<file path="config.mk">
export PLATFORM = sky130hd
export DESIGN_NAME = pcie_lpif_tx_lane_striper_flat
export DESIGN_NICKNAME = d
export VERILOG_FILES = /design/src/rtl/pcie_lpif_tx_lane_striper_if.sv /design/src/rtl/pcie_lpif_tx_lane_striper.sv /design/src/flat_wrapper.sv
export SDC_FILE = /design/constraint.sdc
export NUM_CORES = 1
export LEC_CHECK = 0
export ABC_AREA = 1
export BUFFER_PORTS_ARGS = -buffer_cell sky130_fd_sc_hd__buf_2
export CAP_MARGIN = 10
export CORE_AREA = 2 2 110 112
export DETAILED_ROUTE_END_ITERATION = 10
export DIE_AREA = 0 0 112 114
export MAX_ROUTING_LAYER = met4
export PLACE_DENSITY = 0.94
export SLEW_MARGIN = 20
export SYNTH_ARGS = -nofsm -noshare
export SYNTH_HDL_FRONTEND = slang
export SYNTH_SLANG_ARGS = --single-unit
export TNS_END_PERCENT = 30
</file>
<file path="constraint.sdc">
create_clock -name CLK -period 4.35 [get_ports CLK]
set_input_delay 0.6525 -clock CLK [delete_from_list [all_inputs] [get_ports CLK]]
set_output_delay 0.6525 -clock CLK [all_outputs]
set_load 0.05 [all_outputs]
</file>
<file path="src/rtl/pcie_lpif_tx_lane_striper_if.sv">
// LPIF TX / PIPE TX bundle for pcie_lpif_tx_lane_striper.
// The slave modport is the striper itself. The master modport is the
// LP + LTSSM side that offers words and drives the stall request.
// fsm_state exposes the stall FSM for observation: 0 RUN, 1 REQ, 2 STALLED, 3 REL.
interface pcie_lpif_tx_lane_striper_if #(
  parameter int LANES      = 4,
  parameter int LANE_BYTES = 1,
  parameter int DEPTH      = 4
);
  localparam int NBYTES = LANES * LANE_BYTES;

  // Handshake: a word transfers on a rising CLK edge where lp_irdy and pl_trdy
  // are both 1. pl_trdy depends only on registered state, so lp_irdy may depend
  // on pl_trdy. lp_data and lp_valid must be stable while lp_irdy is 1. The
  // stall pair is a four-phase level handshake: pl_stallreq rises, then
  // lp_stallack rises, then pl_stallreq falls, then lp_stallack falls.
  logic                      lp_irdy;
  logic [NBYTES*8-1:0]       lp_data;
  logic [NBYTES-1:0]         lp_valid;
  logic                      pl_trdy;
  logic                      phy_stall_req;
  logic                      pl_stallreq;
  logic                      lp_stallack;
  logic                      stall_done;
  logic [NBYTES*8-1:0]       TxData;
  logic                      TxDataValid;
  logic                      TxElecIdle;
  logic [$clog2(DEPTH):0]    fifo_level;
  logic [1:0]                fsm_state;

  modport master (
    output lp_irdy, lp_data, lp_valid, phy_stall_req, lp_stallack,
    input  pl_trdy, pl_stallreq, stall_done, TxData, TxDataValid,
    input  TxElecIdle, fifo_level, fsm_state
  );

  modport slave (
    input  lp_irdy, lp_data, lp_valid, phy_stall_req, lp_stallack,
    output pl_trdy, pl_stallreq, stall_done, TxData, TxDataValid,
    output TxElecIdle, fifo_level, fsm_state
  );
endinterface

</file>
<file path="src/rtl/pcie_lpif_tx_lane_striper.sv">
// LPIF-to-PIPE transmit datapath: DEPTH-entry FIFO of lane-striped words,
// one pop per cycle while non-empty, plus the LPIF stall handshake FSM.
// Optional feature macro: PCIE_TX_EIDLE_TIMER_EN re-enters electrical idle
// after EIDLE_CYC cycles without data.
module pcie_lpif_tx_lane_striper #(
  parameter int         LANES      = 4,
  parameter int         LANE_BYTES = 1,
  parameter int         DEPTH      = 4,
  parameter logic [7:0] PAD_BYTE   = 8'h00,
  parameter int         EIDLE_CYC  = 16
) (
  input  logic                           CLK,
  input  logic                           reset,
  pcie_lpif_tx_lane_striper_if.slave     bus
);
  localparam int NBYTES = LANES * LANE_BYTES;
  localparam int W      = NBYTES * 8;
  localparam int AW     = $clog2(DEPTH);
  localparam int LW     = AW + 1;

  typedef enum logic [1:0] {
    ST_RUN     = 2'd0,
    ST_REQ     = 2'd1,
    ST_STALLED = 2'd2,
    ST_REL     = 2'd3
  } state_t;

  state_t          state_q, state_d;
  logic            pl_stallreq_q, pl_stallreq_d;
  logic            stall_done_q, stall_done_d;

  logic [W-1:0]    mem_q [DEPTH];
  logic [AW-1:0]   wr_ptr_q, rd_ptr_q;
  logic [LW-1:0]   level_q, level_d;
  logic [W-1:0]    txdata_q;
  logic            txvalid_q;
  logic            eidle_q;

  logic            trdy;
  logic            push;
  logic            pop;
  logic [W-1:0]    striped;

  // Handshake qualifiers come from registered state only; a full FIFO refuses
  // a word even when a pop happens on the same edge.
  assign trdy = (level_q != LW'(DEPTH)) && (state_q != ST_STALLED);
  assign push = bus.lp_irdy && trdy && (|bus.lp_valid);
  assign pop  = (level_q != '0);

  // Byte b goes to lane b%LANES, slot b/LANES; invalid bytes become PAD_BYTE.
  always_comb begin
    striped = '0;
    for (int b = 0; b < NBYTES; b++) begin
      striped[(((b % LANES) * LANE_BYTES) + (b / LANES)) * 8 +: 8] =
        bus.lp_valid[b] ? bus.lp_data[b*8 +: 8] : PAD_BYTE;
    end
  end

  // Occupancy after this edge: push and pop together leave it unchanged.
  always_comb begin
    level_d = level_q;
    if (push && !pop) begin
      level_d = level_q + LW'(1);
    end else if (!push && pop) begin
      level_d = level_q - LW'(1);
    end
  end

  // FIFO storage; stale contents are harmless because reset clears the pointers.
  always_ff @(posedge CLK) begin
    if (push) begin
      mem_q[wr_ptr_q] <= striped;
    end
  end

  // Pointers, occupancy and the registered PIPE data stage.
  always_ff @(posedge CLK or posedge reset) begin
    if (reset) begin
      wr_ptr_q  <= '0;
      rd_ptr_q  <= '0;
      level_q   <= '0;
      txdata_q  <= '0;
      txvalid_q <= 1'b0;
    end else begin
      level_q   <= level_d;
      txvalid_q <= pop;
      if (push) begin
        wr_ptr_q <= wr_ptr_q + AW'(1);
      end
      if (pop) begin
        txdata_q <= mem_q[rd_ptr_q];
        rd_ptr_q <= rd_ptr_q + AW'(1);
      end
    end
  end

  // Stall FSM next state and the registered stall outputs derived from it.
  always_comb begin
    state_d = state_q;
    case (state_q)
      ST_RUN:     if (bus.phy_stall_req) state_d = ST_REQ;
      ST_REQ: begin
        if (bus.lp_stallack) begin
          state_d = ST_STALLED;
        end else if (!bus.phy_stall_req) begin
          state_d = ST_REL;
        end
      end
      ST_STALLED: if (!bus.phy_stall_req) state_d = ST_REL;
      ST_REL:     if (!bus.lp_stallack) state_d = ST_RUN;
      default:    state_d = ST_RUN;
    endcase
    pl_stallreq_d = (state_d == ST_REQ) || (state_d == ST_STALLED);
    stall_done_d  = (state_d == ST_STALLED) && (level_d == '0);
  end

  // Stall FSM state register.
  always_ff @(posedge CLK or posedge reset) begin
    if (reset) begin
      state_q       <= ST_RUN;
      pl_stallreq_q <= 1'b0;
      stall_done_q  <= 1'b0;
    end else begin
      state_q       <= state_d;
      pl_stallreq_q <= pl_stallreq_d;
      stall_done_q  <= stall_done_d;
    end
  end

`ifdef PCIE_TX_EIDLE_TIMER_EN
  localparam int CW = $clog2(EIDLE_CYC + 1);
  logic [CW-1:0] idle_cnt_q;

  // Count data-less cycles; saturating at EIDLE_CYC re-enters electrical idle.
  always_ff @(posedge CLK or posedge reset) begin
    if (reset) begin
      idle_cnt_q <= '0;
      eidle_q    <= 1'b1;
    end else if (pop) begin
      idle_cnt_q <= '0;
      eidle_q    <= 1'b0;
    end else if (idle_cnt_q != CW'(EIDLE_CYC)) begin
      idle_cnt_q <= idle_cnt_q + CW'(1);
      if (idle_cnt_q == CW'(EIDLE_CYC - 1)) begin
        eidle_q <= 1'b1;
      end
    end
  end
`else
  // Electrical idle is left on the first data edge and not re-entered.
  always_ff @(posedge CLK or posedge reset) begin
    if (reset) begin
      eidle_q <= 1'b1;
    end else if (pop) begin
      eidle_q <= 1'b0;
    end
  end
`endif

  assign bus.pl_trdy     = trdy;
  assign bus.pl_stallreq = pl_stallreq_q;
  assign bus.stall_done  = stall_done_q;
  assign bus.TxData      = txdata_q;
  assign bus.TxDataValid = txvalid_q;
  assign bus.TxElecIdle  = eidle_q;
  assign bus.fifo_level  = level_q;
  assign bus.fsm_state   = state_q;

endmodule

</file>
<file path="src/flat_wrapper.sv">
// flat-port wrapper written by rule: the top's interface ports become plain ports
module pcie_lpif_tx_lane_striper_flat 
#(
  parameter int         LANES      = 4,
  parameter int         LANE_BYTES = 1,
  parameter int         DEPTH      = 4,
  parameter logic [7:0] PAD_BYTE   = 8'h00,
  parameter int         EIDLE_CYC  = 16
)
  (CLK, reset, bus_lp_irdy, bus_lp_data, bus_lp_valid, bus_phy_stall_req, bus_lp_stallack, bus_pl_trdy, bus_pl_stallreq, bus_stall_done, bus_TxData, bus_TxDataValid, bus_TxElecIdle, bus_fifo_level, bus_fsm_state);
  pcie_lpif_tx_lane_striper_if #(.LANES(LANES), .LANE_BYTES(LANE_BYTES), .DEPTH(DEPTH)) bus_i ();
  input  logic CLK;
  input  logic reset;
  input wire logic [$bits(bus_i.lp_irdy)-1:0] bus_lp_irdy;
  input wire logic [$bits(bus_i.lp_data)-1:0] bus_lp_data;
  input wire logic [$bits(bus_i.lp_valid)-1:0] bus_lp_valid;
  input wire logic [$bits(bus_i.phy_stall_req)-1:0] bus_phy_stall_req;
  input wire logic [$bits(bus_i.lp_stallack)-1:0] bus_lp_stallack;
  output wire logic [$bits(bus_i.pl_trdy)-1:0] bus_pl_trdy;
  output wire logic [$bits(bus_i.pl_stallreq)-1:0] bus_pl_stallreq;
  output wire logic [$bits(bus_i.stall_done)-1:0] bus_stall_done;
  output wire logic [$bits(bus_i.TxData)-1:0] bus_TxData;
  output wire logic [$bits(bus_i.TxDataValid)-1:0] bus_TxDataValid;
  output wire logic [$bits(bus_i.TxElecIdle)-1:0] bus_TxElecIdle;
  output wire logic [$bits(bus_i.fifo_level)-1:0] bus_fifo_level;
  output wire logic [$bits(bus_i.fsm_state)-1:0] bus_fsm_state;
  assign bus_i.lp_irdy = bus_lp_irdy;
  assign bus_i.lp_data = bus_lp_data;
  assign bus_i.lp_valid = bus_lp_valid;
  assign bus_i.phy_stall_req = bus_phy_stall_req;
  assign bus_i.lp_stallack = bus_lp_stallack;
  assign bus_pl_trdy = bus_i.pl_trdy;
  assign bus_pl_stallreq = bus_i.pl_stallreq;
  assign bus_stall_done = bus_i.stall_done;
  assign bus_TxData = bus_i.TxData;
  assign bus_TxDataValid = bus_i.TxDataValid;
  assign bus_TxElecIdle = bus_i.TxElecIdle;
  assign bus_fifo_level = bus_i.fifo_level;
  assign bus_fsm_state = bus_i.fsm_state;
  pcie_lpif_tx_lane_striper #(.LANES(LANES), .LANE_BYTES(LANE_BYTES), .DEPTH(DEPTH), .PAD_BYTE(PAD_BYTE), .EIDLE_CYC(EIDLE_CYC)) u_core (.CLK(CLK), .reset(reset), .bus(bus_i));
endmodule
</file>
==> After elaboration in Yosys (flattened, before gate mapping) <==
Memory sizes are Yosys's and may differ from the RTL's. A register that Yosys moved wholly into a read port is not among the register bits.
Index checks and enable logic that the tools add are counted.
{ "totals": {"register_bits": 13, "latch_bits": 0, "ram_bits": 128, "rom_bits": 0, "word_cells": 46, "memories": 1} }
{ "op_classes": {"n_addsub": 4, "n_mul": 0, "div": 0, "n_lt_le_gt_ge": 0, "eq_ne": 7, "shift": 0, "muxes": 13, "bitwise_logic": 0, "reduce_logical": 13} }
{ "memory_table": {"columns": ["name", "depth", "word_bits", "read_ports", "rd_clocked_by_memory_dff", "wr", "line", "source"], "rows": [
  ["u_core.mem_q", 4, 32, 1, 1, 1, "pcie_lpif_tx_lane_striper.sv:32", "logic [W-1:0] mem_q [DEPTH];"]
]} }
{ "ops": {"columns": ["operator", "n"], "rows": [
  ["8-bit two-way mux", 4],
  ["2-bit two-way mux", 4],
  ["2-bit one-hot mux with 4 select lines", 1],
  ["2-bit equality test (second input constant)", 3],
  ["1-bit logical AND", 6],
  ["3-bit two-way mux", 2],
  ["2-bit by 1-bit adder with 2-bit output (second input constant)", 2],
  ["2-bit by 1-bit equality test with 1-bit output (second input constant)", 2],
  ["4-bit OR reduction", 1],
  ["3-bit by 1-bit adder with 3-bit output (second input constant)", 1],
  ["3-bit zero test", 1],
  ["3-bit != test (second input constant)", 1],
  ["3-bit nonzero test", 1],
  ["3-bit by 1-bit subtractor with 3-bit output (second input constant)", 1],
  ["1-bit zero test", 2],
  ["2-bit zero test", 1],
  ["1-bit two-way mux", 2],
  ["2-bit != test (second input constant)", 1],
  ["1-bit logical OR", 1]
]} }

==> Depth between registers and ports, before layout <==
Gate-level depths: netlist of run 1.
{ "logic_depth": {"ltp_word": 10, "mapped_depth": 12} }

==> Worst setup path after synthesis of run 1 <==
Ideal clock, no wire load.
{ "synth_path": {"kind": "register to register", "start": "reg u_core.level_q[0] (netlist: u_core.bus.fifo_level[0])", "end": "mem u_core.mem_q[0][0] in the netlist's numbering, enable pin", "arrival_time_ns": 2.924, "required_time_ns": 3.929, "setup_slack_ns": 1.005, "stages_incl_launch_ff": 8, "cell_sequence": "dfrtp_1 -> inv_1 -> ha_1 -> nand2_1 -> inv_2 -> nor2_8 -> nand3_4 -> nor2_1"} }
{ "synth_between": {"elab_chain_cells": 6} }
{ "synth_lines": {"columns": ["element", "line", "source"], "rows": [
  ["start, declared", "pcie_lpif_tx_lane_striper.sv:34", "logic [LW-1:0] level_q, level_d;"],
  ["start signal, assigned", "pcie_lpif_tx_lane_striper.sv:85", "level_q <= level_d;"],
  ["3-bit != test", "pcie_lpif_tx_lane_striper.sv:46", "assign trdy = (level_q != LW'(DEPTH)) && (state_q != ST_STALLED);"],
  ["1-bit logical AND", "pcie_lpif_tx_lane_striper.sv:46", null],
  ["net bus_pl_trdy", "flat_wrapper.sv:19", "output wire logic [$bits(bus_i.pl_trdy)-1:0] bus_pl_trdy;"],
  ["1-bit logical AND (2 in series)", "pcie_lpif_tx_lane_striper.sv:47", "assign push = bus.lp_irdy && trdy && (|bus.lp_valid);"],
  ["1-bit two-way mux", "pcie_lpif_tx_lane_striper.sv:71", "if (push) begin"],
  ["1-bit two-way mux (implied by the code)", "pcie_lpif_tx_lane_striper.sv:72", "mem_q[wr_ptr_q] <= striped;"],
  ["end, declared", "pcie_lpif_tx_lane_striper.sv:32", null]
]} }
The timed path passes the listed nets, and every way through them passes these cells.

==> Final worst setup path of run 1 <==
{ "layout_path": {"start": "reg u_core.level_q[0] (netlist: u_core.bus.fifo_level[0])", "end": "reg u_core.stall_done_q (netlist: u_core.bus.stall_done)"} }
{ "layout_between": {"elab_chain_cells": 10, "elab_cells_between_ends": 15} }
{ "layout_lines": {"columns": ["element", "line", "source"], "rows": [
  ["3-bit != test", "pcie_lpif_tx_lane_striper.sv:46", null],
  ["1-bit logical AND", "pcie_lpif_tx_lane_striper.sv:46", null],
  ["1-bit logical AND (2 in series)", "pcie_lpif_tx_lane_striper.sv:47", null],
  ["1-bit zero test", "pcie_lpif_tx_lane_striper.sv:64", "end else if (!push && pop) begin"],
  ["1-bit logical AND", "pcie_lpif_tx_lane_striper.sv:64", null],
  ["3-bit two-way mux", "pcie_lpif_tx_lane_striper.sv:64", null],
  ["3-bit two-way mux (*)", "pcie_lpif_tx_lane_striper.sv:62", "if (push && !pop) begin"],
  ["3-bit zero test (*)", "pcie_lpif_tx_lane_striper.sv:114", "stall_done_d = (state_d == ST_STALLED) && (level_d == '0);"],
  ["1-bit logical AND (*)", "pcie_lpif_tx_lane_striper.sv:114", null],
  ["net u_core.stall_done_d", "pcie_lpif_tx_lane_striper.sv:30", "logic stall_done_q, stall_done_d;"],
  ["end signal, assigned", "pcie_lpif_tx_lane_striper.sv:126", "stall_done_q <= stall_done_d;"],
  ["end, declared", "pcie_lpif_tx_lane_striper.sv:30", null]
]} }
The timed path passes the listed nets; every way through them passes the cells marked *.
A chain may end at the register's enable or synchronous reset.

==> run_results.csv, run 1 <==
group,metric,value,unit
worst_setup_path,critPathRequiredTime,4.67,ns
synthesis,yosys.cell_count.top_type,"nor2_1",
hold_path,worst_hold_path_type,"primary input to asynchronous set/reset pin",
clock_tree,cts_tree,"done",
global_routing,antenna_found_initial,0,
cells_and_area,fin_area,0.00810,mm2
global_routing,track_usage,25.2,%
routing,drtPass1Iterations,6,
synthesis,yosysTopAreaCell,"edfxtp_1",
synthesis,synth_edf_count,128,
sta,hold_viol,0,
routing,wire_per_inst,18.0,um
die,core-area,0.0117,mm2
routing,remaining_drc_errors,0,
synthesis,synth-async-reset-ratio,26.0,%
die,die_height,114,um
worst_setup_path,worstPathArrival,2.86,ns
power_and_ir_drop,leakage,3.40,nW
die,row_count,40,
global_routing,overflow,0,
worst_setup_path,crit_type,"flop to flop",
cells_and_area,diodes,0,
worst_setup_path,r2r_start,"u_core.bus.fifo_level[0]$_DFF_PP0_",
clock_tree,cts_buffers,17,
synthesis,avgSynthCellArea,11.6,um2
clock_tree,clockRootBuffer,"clkbuf_16",
routing,drtIter0Drc,495,
synthesis,syn_inst,604,
global_routing,grt_max_degree,70,
synthesis,synth_common_cells,"nor2_1, edfxtp_1, inv_1",
worst_setup_path,crit_fanout,69,
power_and_ir_drop,ir_drop,0.707,mV
clock_tree,clkTransAtPathRegs,0.07,ns
global_routing,grt_pass1_vias,4871,
clock_tree,insertion_delay,0.43,ns
die,die_area,0.0128,mm2
sta,worst_pin_slew,1.08,ns
synthesis,synth.area.top_cells,"edfxtp_1, dfrtp_1, nor2_1",
placement,place.port_buffers,82,
sta,skew,0.0112,ns
flow_run,maxCapViolCount,0,
placement,post-dp-hpwl,8690,um
worst_setup_path,cp-startpoint,"u_core.bus.fifo_level[0]$_DFF_PP0_",
die,io_pins,83,
synthesis,syn_area,0.00701,mm2
synthesis,ys.flop_type,"edfxtp_1",
cells_and_area,layout.cells.non_filler,835,
clock_tree,postCtsSetupBuffers,0,
synthesis,ys_seq_area_share,70.9,%
placement,gp_congestion,0.810,
clock_tree,cts_buffer_depth,2,
routing,wirelength,15100,um
sta,timing.fmax,393,MHz
sta,relSlewSlack,28.1,%
cells_and_area,nets,724,
sta,setup_tns,0,ns
clock_tree,cts_resized,0,
synthesis,synthDistinctLibCells,24,
placement,postPlaceCellArea,0.00746,mm2
cells_and_area,syn_to_final_growth,15.5,%
cells_and_area,fillers,741,
worst_setup_path,start_kind,"flop",
cells_and_area,drive_above_1_share,19.9,%
sta,drv_slew,0,
synthesis,synth_top_area_share,54.8,%
die,start_util,59.8,%
global_routing,grt_pass1_wl,23500,um
power_and_ir_drop,power.density,808,mW/mm2
synthesis,ys_ff_latch,173,
sta,post-route-min-period,2.55,ns
power_and_ir_drop,power.total,6.54,mW
placement,dp.cells,803,
routing,drt.antenna.violating_nets,0,
die,die_w,112,um
synthesis,ys.warnings.count,0,
clock_tree,h-tree-depth,4,
routing,via_per_inst,5.68,
worst_setup_path,end_kind,"flop",
sta,rsz0062_at_grt,"no",
routing,routed-via-count,4741,
sta,finalSetupViolCount,0,
sta,post-route-period-util,58.5,%
clock_tree,cts_hold_buffers,0,
synthesis,syn-num-nets,653,
sta,holdWs,0.373,ns
outcome,status,"completed",
clock_tree,clock-sinks,173,
where the power goes:
group | total, mW | switching (mW) | leakage, nW | internal (mW)
Clock | 1.61 | 0.604 | 0.309 | 1.00
Combinational | 2.50 | 1.89 | 1.38 | 0.609
Sequential | 2.44 | 0.187 | 1.71 | 2.25
routing by layer:
metal	up-vias	share of wire [%]	routed length [um]	track usage, %
met1	2245	37	5540	28.4
met4	0	3.2	485	12.9
met3	50	7.5	1140	6.22
met2	279	52	7900	42.4
met5	-	0	0	-
li1	2167	-	-	-
area by class of cell:
cell class	instances	area, um2	area share (%)
sequential	173	4970	61.4
multi-input combinational	342	1660	20.5
clock buffer	21	470	5.81
timing repair buffer	84	425	5.26
inverter	57	216	2.67
tap	147	184	2.27
clock inverter	11	164	2.02
cell families (layout without fill, tap and decap cells):
logic type	count (synthesis)	after routing	synth area share (%)
buffers and inverters	89	173	5.77
XOR/XNOR	4	4	0.500
AND/OR/NAND/NOR	231	231	13.7
adder cells (fa/ha/maj)	8	8	1.43
AO/OA/AOI/OAI	99	99	7.68
flip-flops	173	173	70.9
per-stage QoR:
stage	worst slack [ns]	utilization (%)
after floorplan	1.01	-
after global placement	1.89	63.7
after detailed placement	1.79	63.7
after CTS	1.91	69.1
after global routing	1.50	69.1
final	1.80	69.1
final timing paths:
| kind | to | slack [ns] | cells past startpoint |
|---|---|---|---|
| setup / recovery | u_core.bus.stall_done$_DFF_PP0_ | 1.80 | 9 |
| hold / removal | u_core.bus.TxData[25]$_DFFE_PP0P_ | 0.37 | 2 |
| setup reg to reg | u_core.bus.stall_done$_DFF_PP0_ | 1.80 | 9 |
| hold reg to reg | u_core.bus.TxElecIdle$_DFFE_PP1P_ | 0.44 | 2 |
| max in group asynchronous | u_core.rd_ptr_q[0]$_DFFE_PP0P_ | 3.42 | 2 |
| min in group CLK | u_core.bus.TxElecIdle$_DFFE_PP1P_ | 0.44 | 2 |
critical path, cell delays in order, from the launching register on:
cell and delay, ns:
dfrtp_1 0.42, inv_1 0.13, ha_1 0.18, inv_1 0.06, nor2_1 0.19, clkinv_2 0.75
nand2_2 0.37, nand3_1 0.16, nand3_1 0.13, nor2_2 0.05
layout by cell type (no fill, tap or decap), types with 3 or more instances in the layout:
master / count
a31oi_1: 32
buf_2: 82
bufinv_16: 4
clkbuf_16: 17
clkbuf_8: 3
clkinv_2: 6
dfrtp_1: 43
edfxtp_1: 128
ha_1: 8
inv_1: 51
inv_2: 4
nand2_1: 45
nand2_2: 3
nand3_1: 4
nor2_1: 166
nor2_4: 5
nor2_8: 3
o21ai_0: 34
o21ai_1: 32
xor2_1: 4
state kept, by name, indices dropped and copies added, names as in the netlist:
signal	count
u_core.bus.TxDataValid	1
u_core.wr_ptr_q	2
u_core.bus.fifo_level	3
u_core.bus.TxData	32
u_core.bus.fsm_state	2
u_core.bus.TxElecIdle	1
u_core.rd_ptr_q	2
u_core.bus.pl_stallreq	1
u_core.mem_q	128
u_core.bus.stall_done	1
Note: power is estimated with default switching activity, not from simulation.
==> inputs of run 2 (changes only) <==
CORE_AREA = 2 2 120 122   (was 2 2 110 112)
DIE_AREA = 0 0 122 124   (was 0 0 112 114)
PLACE_DENSITY = 0.85   (was 0.94)
clock period = 2.1 ns   (was 4.35 ns; I/O delays follow)
==> run 2 against run 1 <==
Effect of this change: die area rose by 18%; sequential cell count stayed put; via count shrank 2.0%; cell area increased by 2.4%; worst setup slack worse by 1.6 ns; clock power is 100% higher; combinational power up 110%; critical path depth decreased by 3; first-iteration DRC count fell by 17%; clock skew fell by 0.0020 ns; wire length shrank 1.5%; critical path type is now flop to output port; largest cell class unchanged; largest power group unchanged; highest routed layer unchanged.
==> run_results.csv, run 2 (synthesis results as in run 1) <==
group,metric,value,unit
clock_tree,insertion_delay,0.42,ns
sta,timing.fmax,540,MHz
sta,hold_viol,0,
clock_tree,clockRootBuffer,"clkbuf_16",
die,io_pins,83,
cells_and_area,largest_reg_flops,128,
placement,post-dp-hpwl,9360,um
placement,place.port_buffers,82,
flow_run,maxCapViolCount,0,
cells_and_area,layout_common_cells,"nor2_1, edfxtp_1, buf_2",
clock_tree,clkTransAtPathRegs,0.06,ns
clock_tree,clock-sinks,173,
worst_setup_path,end_kind,"output port",
power_and_ir_drop,ir_drop,0.884,mV
routing,routed-via-count,4645,
placement,gp_congestion,0.809,
global_routing,grt_max_degree,50,
cells_and_area,nets,736,
die,start_util,51.1,%
power_and_ir_drop,power.density,1640,mW/mm2
hold_path,worst_hold_path_type,"primary input to flop",
global_routing,overflow,0,
power_and_ir_drop,netSwitchingFraction,40.5,%
cells_and_area,final_common_cell,"nor2_1",
sta,rsz0062_at_grt,"no",
routing,drt.antenna.violating_nets,0,
outcome,status,"completed",
die,die_w,122,um
die,die_area,0.0151,mm2
cells_and_area,syn_to_final_growth,18.3,%
routing,wire_per_inst,16.9,um
worst_setup_path,crit_type,"flop to output port",
global_routing,grt_pass1_vias,4662,
sta,relSlewSlack,57.8,%
global_routing,track_usage,21.4,%
sta,post-route-min-period,1.85,ns
worst_setup_path,crit_fanout,4,
clock_tree,postCtsSetupBuffers,0,
clock_tree,h-tree-depth,4,
die,core-area,0.0137,mm2
global_routing,grt_pass1_wl,23100,um
die,row_count,43,
cells_and_area,regMostFlops,"u_core.mem_q",
sta,post-route-period-util,88.2,%
sta,skew,0.00924,ns
clock_tree,cts_buffer_depth,2,
sta,holdWs,0.163,ns
routing,via_per_inst,5.28,
sta,drv_slew,0,
power_and_ir_drop,p_int,8.09,mW
routing,drtPass1Iterations,4,
sta,finalSetupViolCount,0,
power_and_ir_drop,comb_power_share,38.6,%
global_routing,antenna_found_initial,0,
sta,setup_tns,0,ns
power_and_ir_drop,leakage,3.46,nW
worst_setup_path,critPathRequiredTime,1.78,ns
power_and_ir_drop,p_sw,5.49,mW
routing,remaining_drc_errors,0,
clock_tree,cts_resized,0,
clock_tree,cts_buffers,17,
routing,drtIter0Drc,410,
power_and_ir_drop,p_clk_share,24.0,%
sta,worst_pin_slew,0.631,ns
cells_and_area,diodes,0,
cells_and_area,drive_above_1_share,21.7,%
routing,wirelength,14800,um
die,die_height,124,um
power_and_ir_drop,seq_power_share,37.4,%
worst_setup_path,start_kind,"flop",
worst_setup_path,worstPathArrival,1.54,ns
clock_tree,cts_tree,"done",
[run 2: cell types whose count changed in the layout (fill, tap and decap cells not counted), moves of 2 or more]
| cell | previous run | this run |
|---|---|---|
| clkbuf_8 | 3 | 1 |
| inv_1 | 51 | 49 |
| inv_2 | 4 | 8 |
| clkinv_2 | 6 | 4 |
| dfrtp_1 | 43 | 41 |
| buf_12 | 0 | 5 |
| buf_4 | 2 | 8 |
| dfrtp_2 | 1 | 3 |
[run 2: per-stage QoR]
step	cells	total power, mW	setup slack [ns]	instance area [um2]	util [%]
after detailed placement	847	10.4	0.382	7660	55.9
final	880	13.6	0.249	8290	60.4
after floorplan	604	9.06	-0.171	7060	-
after CTS	880	13.7	0.239	8290	60.4
after global routing	880	14.3	0.203	8290	60.4
after global placement	847	10.2	0.443	7660	55.9
[run 2: critical path: stages, from the launching register on]
cell     delay (ns)
dfrtp_2        0.39
inv_2          0.07
ha_4           0.16
nand2_2        0.06
inv_2          0.06
nor2_8         0.10
buf_2          0.28
[run 2: final timing paths]
path                                               startpoint                                 to  slack (ns)  cells past startpoint
max reg2reg                u_core.bus.fifo_level[0]$_DFF_PP0_       u_core.mem_q[0][4]$_DFFE_PP_        0.36                      8
min                                         bus_phy_stall_req  u_core.bus.fsm_state[1]$_DFF_PP0_        0.16                      2
min reg2reg                 u_core.bus.TxElecIdle$_DFFE_PP1P_  u_core.bus.TxElecIdle$_DFFE_PP1P_        0.44                      2
max in group asynchronous                               reset  u_core.bus.TxElecIdle$_DFFE_PP1P_        1.05                      4
max                        u_core.bus.fifo_level[0]$_DFF_PP0_                        bus_pl_trdy        0.25                      6
min in group asynchronous                               reset   u_core.bus.TxData[0]$_DFFE_PP0P_        0.41                      3
[run 2: final cells by class]
| class | count | area (um2) |
|---|---|---|
| clock buffers | 20 | 447 |
| clock inverters | 12 | 169 |
| fillers | 1069 | 5430 |
| flip-flops and latches | 173 | 4970 |
| inverters | 57 | 214 |
| well taps | 180 | 225 |
| repair buffers | 96 | 581 |
| multi-input cells | 342 | 1680 |
[run 2: routing by layer]
layer / global-route usage (%) / wire (um)
met1: 23.5 / 5910
met3: 4.21 / 765
met4: 10.8 / 308
met2: 37.2 / 7850
met5: - / 0
[run 2: repair_timing]
action,CTS,global route
hold buffers,1,0
hold endpoints to repair,12,0
endpoints found under the setup margin,0,0
[run 2: power groups by stage]
stage | Clock [mW] | Sequential (mW) | Combinational, mW
after global routing | 3.44 | 5.16 | 5.70
after CTS | 3.30 | 5.08 | 5.29
after detailed placement | 0 | 5.13 | 5.26
final | 3.26 | 5.08 | 5.24
after global placement | 0 | 5.09 | 5.11
after floorplan | 0 | 6.40 | 2.66
==> inputs of run 3 (changes only) <==
CORE_AREA = 2 2 110 112   (was 2 2 120 122)
DIE_AREA = 0 0 112 114   (was 0 0 122 124)
PLACE_DENSITY = 0.94   (was 0.85)
TNS_END_PERCENT = 100   (was 30)
clock period = 2.2 ns   (was 2.1 ns; I/O delays follow)
==> run 3 against run 2 <==
Effect of this change: sequential power down 4%; power fell by 2.0%; sequential share of layout area increased by 0.42 points; final cell count is 4.2% lower; global-route usage increased by 7.3 points; worst hold slack gained 0.025 ns; worst setup slack improved by 0.0081 ns; critical path depth is 2 higher; die area down 16%; non-clock buffer count decreased by 4; sequential cell count is the same; critical path type is now flop to flop; critical endpoint is now u_core.bus.TxData[19]$_DFFE_PP0P_.
==> run_results.csv, run 3 (synthesis results as in run 1) <==
group,metric,value,unit
outcome,status,"completed",
worst_setup_path,crit_buf_inv,4,
cells_and_area,drive_above_1_share,21.3,%
worst_setup_path,worstPathArrival,2.25,ns
worst_setup_path,end_kind,"flop",
sta,post-route-period-util,88.3,%
routing,routed-via-count,4974,
cells_and_area,fin_util,70.3,%
placement,post-dp-hpwl,9250,um
cells_and_area,fin_area,0.00823,mm2
routing,wirelength,16800,um
global_routing,grt_max_degree,66,
power_and_ir_drop,ir_drop,0.993,mV
sta,worst_pin_slew,1.04,ns
routing,wire_per_inst,20.0,um
clock_tree,clockRootBuffer,"clkbuf_16",
power_and_ir_drop,leakage,3.44,nW
sta,finalSetupViolCount,0,
worst_setup_path,crit_fanout,44,
clock_tree,insertion_delay,0.43,ns
sta,rsz0062_at_grt,"no",
worst_setup_path,slowest_stage,"dfrtp_2",
worst_setup_path,crit_chain,"inv_2 -> ha_4 -> inv_1 -> nor2_1 -> inv_2 -> buf_12 -> nor2_1 -> a31oi_1",
global_routing,antenna_found_initial,0,
sta,relSlewSlack,30.2,%
sta,skew,0.00920,ns
placement,dp.cells,810,
cells_and_area,nets,732,
sta,setup_tns,0,ns
clock_tree,cts_buffer_depth,2,
global_routing,overflow,0,
die,die_w,112,um
cells_and_area,diodes,0,
sta,timing.fmax,515,MHz
cells_and_area,largest_reg_flops,128,
flow_run,maxCapViolCount,0,
cells_and_area,regMostFlops,"u_core.mem_q",
routing,drtIter0Drc,570,
routing,remaining_drc_errors,0,
clock_tree,clock-sinks,173,
worst_setup_path,cpLargestDelayFamily,"buffers and inverters",
worst_setup_path,slowest_delay,0.40,ns
global_routing,grt_pass1_wl,26700,um
placement,postPlaceCellArea,0.00759,mm2
global_routing,grt_pass1_vias,5071,
cells_and_area,layout_common_cells,"nor2_1, edfxtp_1, buf_2",
worst_setup_path,start_kind,"flop",
placement,gp_congestion,0.800,
die,die_height,114,um
sta,hold_viol,0,
clock_tree,cts_buffers,17,
die,core-area,0.0117,mm2
sta,post-route-min-period,1.94,ns
clock_tree,cts_tree,"done",
cells_and_area,layout.cells.non_filler,843,
clock_tree,clkTransAtPathRegs,0.06,ns
cells_and_area,fillers,702,
worst_setup_path,critPathRequiredTime,2.51,ns
clock_tree,h-tree-depth,4,
die,start_util,59.8,%
cells_and_area,final_common_cell,"nor2_1",
placement,place.port_buffers,82,
clock_tree,postCtsSetupBuffers,0,
routing,via_per_inst,5.90,
sta,drv_slew,0,
cells_and_area,syn_to_final_growth,17.4,%
hold_path,worst_hold_path_type,"primary input to flop",
die,row_count,40,
routing,drtPass1Iterations,8,
die,die_area,0.0128,mm2
die,io_pins,83,
global_routing,track_usage,28.7,%
worst_setup_path,crit_type,"flop to flop",
power_and_ir_drop,power.density,1620,mW/mm2
routing,drt.antenna.violating_nets,0,
-- run 3: changes by cell type in the layout (fill, tap and decap cells not counted) --
cell	change
buf_4	-4
bufinv_16	+1
clkbuf_8	-1
clkinv_4	-1
clkinvlp_4	+2
inv_6	-1
-- run 3: layout make-up --
cell class / count / area, um2 / share of cell area, %
tap: 147 / 184 / 2.23
sequential: 173 / 4970 / 60.4
clock buffer: 19 / 433 / 5.26
clock inverter: 13 / 196 / 2.39
inverter: 57 / 214 / 2.60
timing repair buffer: 92 / 551 / 6.69
multi-input combinational: 342 / 1680 / 20.4
-- run 3: what timing repair did --
action	4_1_cts	5_1_grt
hold endpoints to repair	12	0
hold buffers	1	0
resized for setup	0	0
-- run 3: worst reg2reg max path, delay by kind of cell, from the launching register on --
kind / cells / cell delay, ns
AO/OA/AOI/OAI: 1 / 0.26
AND/OR/NAND/NOR: 2 / 0.16
adder cells (fa/ha/maj): 1 / 0.16
flip-flops: 1 / 0.40
buffers and inverters: 4 / 0.84
-- run 3: routing by layer --
metal | track usage (%) | wire length, um
met2 | 46.7 | 8620
met4 | 12.0 | 468
met3 | 7.44 | 1510
met5 | - | 0
met1 | 34.5 | 6240
-- run 3: stage by stage --
step | setup WS, ns | total power [mW] | hold WS, ns
3_5_place_dp | 0.378 | 9.94 | 0.304
6_report | 0.257 | 13.3 | 0.188
4_1_cts | 0.295 | 13.3 | 0.178
5_1_grt | 0.164 | 13.9 | 0.170
3_3_place_gp | 0.518 | 9.64 | 0.299
2_1_floorplan | -0.0713 | 8.65 | 0.485
-- run 3: worst paths after layout --
check / startpoint / end / slack (ns) / cells past startpoint
worst max-delay path: u_core.bus.fifo_level[0]$_DFF_PP0_ / u_core.bus.TxData[19]$_DFFE_PP0P_ / 0.26 / 8
worst min-delay path: bus_phy_stall_req / u_core.bus.fsm_state[1]$_DFF_PP0_ / 0.19 / 2
worst max register to register: u_core.bus.fifo_level[0]$_DFF_PP0_ / u_core.bus.TxData[19]$_DFFE_PP0P_ / 0.26 / 8
worst min register to register: u_core.bus.TxElecIdle$_DFFE_PP1P_ / u_core.bus.TxElecIdle$_DFFE_PP1P_ / 0.46 / 2
max in group asynchronous: reset / u_core.bus.TxElecIdle$_DFFE_PP1P_ / 1.12 / 4
min in group asynchronous: reset / u_core.bus.pl_stallreq$_DFF_PP0_ / 0.41 / 3
-- run 3: power by group --
| group | total, mW | switching (mW) | leakage [nW] | internal, mW |
|---|---|---|---|---|
| Clock | 3.18 | 1.18 | 0.300 | 2.00 |
| Sequential | 4.89 | 0.449 | 1.71 | 4.44 |
| Combinational | 5.22 | 3.90 | 1.43 | 1.32 |
| Total | 13.3 | 5.54 | 3.44 | 7.77 |
